===== src/rtl/mem_access_unit.sv =====
//==============================================================================
// Module      : mem_access_unit
// Description : Initiator for the data_memory port. Sequences single load/store
//               requests onto wr/rd/add/data_in and returns load data.
// Revision    : 1.0 - initial release
//==============================================================================
`timescale 1ns/1ps
`default_nettype none

module mem_access_unit #(
    parameter int ADDR_W       = 8,
    parameter int DATA_W       = 8,
    parameter int READ_LATENCY = 1
) (
    input  logic              clk,
    input  logic              rst_n,
    input  logic              req_valid,
    output logic              req_ready,
    input  logic              req_we,
    input  logic [ADDR_W-1:0] req_addr,
    input  logic [DATA_W-1:0] req_wdata,
    output logic              resp_valid,
    input  logic              resp_ready,
    output logic [DATA_W-1:0] resp_rdata,
    output logic              busy,
    output logic              mem_wr,
    output logic              mem_rd,
    output logic [ADDR_W-1:0] mem_add,
    output logic [DATA_W-1:0] mem_data_in,
    input  logic [DATA_W-1:0] mem_data_out
);

    localparam logic [1:0] S_IDLE  = 2'd0;
    localparam logic [1:0] S_ISSUE = 2'd1;
    localparam logic [1:0] S_WAIT  = 2'd2;
    localparam logic [1:0] S_RESP  = 2'd3;

    localparam logic [2:0] c_LAT = 3'(READ_LATENCY);

    logic [1:0]        r_state;
    logic [2:0]        r_cnt;
    logic              r_mem_wr;
    logic              r_mem_rd;
    logic [ADDR_W-1:0] r_mem_add;
    logic [DATA_W-1:0] r_mem_data_in;
    logic              r_resp_valid;
    logic [DATA_W-1:0] r_resp_rdata;
    logic              w_req_hs;

    // Gated by rst_n so the core never sees ready while reset is asserted.
    assign req_ready = rst_n & (r_state == S_IDLE);
    assign w_req_hs  = req_valid & req_ready;

    // The memory-side registers double as the request latch, so req_* changes
    // after the handshake cannot reach the memory.
    always_ff @(posedge clk or negedge rst_n) begin
        if (!rst_n) begin
            r_state       <= S_IDLE;
            r_cnt         <= 3'd0;
            r_mem_wr      <= 1'b0;
            r_mem_rd      <= 1'b0;
            r_mem_add     <= '0;
            r_mem_data_in <= '0;
            r_resp_valid  <= 1'b0;
            r_resp_rdata  <= '0;
        end else begin
            case (r_state)
                S_IDLE: begin
                    if (w_req_hs) begin
                        r_state   <= S_ISSUE;
                        r_mem_add <= req_addr;
                        r_mem_wr  <= req_we;
                        r_mem_rd  <= ~req_we;
                        if (req_we) begin
                            r_mem_data_in <= req_wdata;
                        end
                    end
                end
                S_ISSUE: begin
                    r_mem_wr <= 1'b0;
                    r_mem_rd <= 1'b0;
                    if (r_mem_wr) begin
                        r_state <= S_IDLE;
                    end else begin
                        r_state <= S_WAIT;
                        r_cnt   <= c_LAT;
                    end
                end
                S_WAIT: begin
                    if (r_cnt == 3'd1) begin
                        r_resp_rdata <= mem_data_out;
                        r_resp_valid <= 1'b1;
                        r_state      <= S_RESP;
                    end else begin
                        r_cnt <= r_cnt - 3'd1;
                    end
                end
                S_RESP: begin
                    if (resp_ready) begin
                        r_resp_valid <= 1'b0;
                        r_state      <= S_IDLE;
                    end
                end
                default: r_state <= S_IDLE;
            endcase
        end
    end

    assign busy        = (r_state != S_IDLE);
    assign mem_wr      = r_mem_wr;
    assign mem_rd      = r_mem_rd;
    assign mem_add     = r_mem_add;
    assign mem_data_in = r_mem_data_in;
    assign resp_valid  = r_resp_valid;
    assign resp_rdata  = r_resp_rdata;

endmodule

`default_nettype wire


===== config.mk =====
export PLATFORM = sky130hd
export DESIGN_NAME = mem_access_unit
export DESIGN_NICKNAME = d
export VERILOG_FILES = /design/src/rtl/mem_access_unit.sv
export SDC_FILE = /design/constraint.sdc
export NUM_CORES = 1
export LEC_CHECK = 0
export CAP_MARGIN = 10
export CORE_UTILIZATION = 39
export DETAILED_ROUTE_END_ITERATION = 8
export GPL_ROUTABILITY_DRIVEN = 0
export GPL_TIMING_DRIVEN = 0
export MAX_ROUTING_LAYER = met4
export PLACE_DENSITY = 0.75
export SYNTH_ARGS = -nofsm -noshare
export SYNTH_HDL_FRONTEND = slang
export SYNTH_SLANG_ARGS = --single-unit

===== constraint.sdc =====
create_clock -name clk -period 2.6 [get_ports clk]
set_input_delay 0.39 -clock clk [delete_from_list [all_inputs] [get_ports clk]]
set_output_delay 0.39 -clock clk [all_outputs]
set_load 0.02 [all_outputs]

==> impl_summary.md <==
Synth
In the synthesized netlist, the number of instances is 97. The number of nets produced by synthesis is 128. The register area share after synthesis is 0.5899.

The post-synthesis sequential element count is 32. After synthesis, the netlist uses 27 different library cells. The mapped netlist covers 0.001358 sq mm. The average instance area after synthesis is 14.00 sq um. Yosys printed 0 warnings.

STA
The total count of hold-check failures in the final report is 0. For this run, the top clock speed supported by timing is 460.8 MHz. The number of max-slew violations in the final report is 0. Setup violations remaining at the end of the flow were counted as 0. The part of the cycle the worst path needs is 0.8346.

The worst slew margin relative to its limit is 0.5116. Hold is met by 0.1050 ns. At the pin with the least slew margin, the transition time is 0.7325 ns. The routed design could run at a clock period as short as 2.170 ns. Setup repair after global routing left no endpoint under its margin.

On the final layout, the worst clock skew is 0.007875 ns.

Layout
The area of all sequential standard cells is 800.8 sq um. The repair_antennas step left the layout with diodes totalling 0. At the end of the flow the core is filled with cells to 0.6123. The share of cells above drive strength 1 is 0.2346. In the final design database the tool counted 192 nets. The number of cells in the finished layout apart from fillers is 208. The library cells used most frequently in the layout, excluding fill and tap cells, are sky130_fd_sc_hd__clkdlybuf4s50_1, sky130_fd_sc_hd__dfrtp_1, sky130_fd_sc_hd__mux2_2. Summing all multi-input logic gate instances after layout gives 523.0 sq um. The leading cell type in the layout, fill and taps excluded is sky130_fd_sc_hd__clkdlybuf4s50_1.

The relative area change from synthesis to final layout is 50.51%. Counting the fill cells in the layout gives 277.

Routing
The total routed wire length on the met1 layer is 1128 um. The total length of routed wires is 2796 um. After the first detailed-routing iteration, the DRC count stood at 8.

The average via count per standard cell is 4.808. The met2 wire length is 1403 um. The remaining antenna violation count is 0. The DRC violations left is 0.

Across all layers, the routed design uses 1,000 vias. Signal routing reaches up to met4. The detailed-routed wire length on met3 is 218 um. The number of optimization iterations in the first detailed-route pass is 3. The routed wirelength normalized by instance count is 13.44 um.

Power
The clock group share of total power is 0.119. The proportion of power drawn by combinational gates is 0.522. The power per unit of standard cell area is 1225 mW/mm^2. IR analysis of the VDD net gives a maximum drop of 0.6491 mV. The internal power of the cells is 1.574 mW.

The overall power is 2.503 mW. The share of total power dissipated in sequential elements is 0.359. For this design the total switching power over the nets is 929.0 uW.

The cell leakage power is 0.8723 nW. Of the total power, the share spent switching nets is 0.3711.

Floorplan
After floorplanning, the core was sized to cover 0.003337 sq mm. Pin placement for this block handled 58 I/O pins. The floorplan step defined a die boundary enclosing 0.003721 sq mm. After floorplanning, the core was divided into 21 placement rows. The die extent in x is 61 um. The initial core utilization is 0.4068.

Measured along the y axis, the die boundary spans 61 um.

Clock tree
After clock tree synthesis, the clock-pin slew on the worst setup and hold paths is 0.10 ns. No sink is reached through more buffers than the 2 on the longest clock path. CTS saw 32 sinks. TritonCTS built the clock tree. The clock root buffer is sky130_fd_sc_hd__clkbuf_4. The insertion delay of the later-clocked pin in the worst-skew pair is 0.33 ns.

The buffers inserted during post-CTS setup optimization is 0. For this design, the CTS-stage hold fixing added 0 buffers. The total CTS buffers is 5.

The number of levels in the clock H-tree is 2. After clock tree synthesis, the repair step resized 0 gates.

Critical path
The data arrival time of the critical path is 1.78 ns. The critical path launch point type is an input pin. For the worst setup path, the data required time is 2.21 ns.

STA classifies the critical path endpoint as a primary output. The category of the most critical setup path is input pin to primary output. Of all nets on the critical path, the largest fanout is 34.

GRT
The via count of the first global-routing pass is 993. The total global-route track usage is 0.1771. The pin count of the biggest net entering global routing is 35.

The number of antenna violations at the first check in global routing is 0. The first global-routing pass estimated 4485 um of wire. After global routing the overflow that remains totals 0.

Outcome
The flow ran to the end, and the final reports show no timing, DRC or antenna violations.

Hold path
The class of the most critical hold timing path is input pin to asynchronous set/reset pin.

Job
The max-cap check violation count is 0.

Place
The wire-length estimate of the detail-placed layout is 2138 um. Counting tap cells, the placed design contains a total of 200 instances. During placement, the flow inserted port buffers numbering 57.
## worst max-delay path, stage by stage
cell	delay (ns)
sky130_fd_sc_hd__buf_2	0.57
sky130_fd_sc_hd__inv_1	0.09
sky130_fd_sc_hd__nor2_1	0.12
sky130_fd_sc_hd__clkdlybuf4s50_1	0.60
## layer usage
| layer | GRT usage | vias up |
|---|---|---|
| li1 | - | 469 |
| met1 | 0.1967 | 491 |
| met2 | 0.2700 | 34 |
| met3 | 0.09168 | 6 |
| met4 | 0.06818 | 0 |
| met5 | - | - |
## path summary, 6_finish.rpt
kind | start | endpoint | slack [ns] | cells past startpoint
worst max-delay path | rst_n | req_ready | 0.43 | 4
worst min-delay path | rst_n | resp_rdata[5] | 0.11 | 1
worst max register to register | r_cnt[1] | resp_rdata[7] | 0.98 | 4
worst min register to register | resp_valid | resp_valid | 0.51 | 2
max in group asynchronous | rst_n | resp_valid | 2.02 | 1
min in group clk | resp_valid | resp_valid | 0.51 | 2
## power groups by stage
stage	logic, mW	clock network (mW)	registers [mW]
finish	1.31	0.297	0.899
global route	1.40	0.336	0.933
CTS	1.32	0.312	0.903
detailed placement	1.32	0	0.912
global placement	1.28	0	0.892
floorplan	0.469	0	1.15
## cell usage after synthesis, drive strengths merged
library cell  count  area, sq um
clkbuf            1        3.750
and4bb            1        16.27
a21o              1        7.510
dfrtp            32        800.8
o41ai             1        8.760
o22a              1        8.760
nand2b            3        26.27
o221ai            1        8.760
or2b              1        7.510
o21ai             2        10.01
mux2             24        270.3
ha                2        25.02
a211oi            1        7.510
nor3b             1        18.77
nand4             1        6.260
mux2i             1        10.01
nand2             3        18.77
buf               1        11.26
o211ai            1        7.510
inv               5        18.77
nor2b             2        12.51
a21oi             5        25.02
or2               1        6.260
nor2              4        15.01
o22ai             1        6.260
## cell families after synthesis
group / share of synthesized area
AO/OA/AOI/OAI: 0.06637
adder cells (fa/ha/maj): 0.01843
buffers and inverters: 0.02488
flip-flops: 0.5899
multiplexers: 0.2065
AND/OR/NAND/NOR: 0.09401
## final cells by class
type,instances,share of cell area
Clock buffer,7,0.02694
Sequential cell,32,0.3919
Timing Repair Buffer,57,0.2768
Multi-Input combinational cell,58,0.2560
Clock inverter,1,0.003674
Tap cell,46,0.02817
Inverter,5,0.009186
Buffer,2,0.007348
## metrics by stage
step / setup slack, ns / cell area (sq um) / setup TNS, ns
3_5_place_dp: 0.3802 / 1981 / 0
2_1_floorplan: 1.132 / 1358 / 0
5_1_grt: 0.2785 / 2043 / 0
4_1_cts: 0.3708 / 2043 / 0
3_3_place_gp: -0.5468 / 1986 / -6.869
6_report: 0.4299 / 2043 / 0
## flip-flops by register name (all words and copies together), names as in the netlist, named ones only
name,flops
mem_wr,1
mem_data_in,8
resp_rdata,8
mem_add,8
resp_valid,1
r_state,1
mem_rd,1
r_cnt,3
Power figures use the tool's default switching activity.
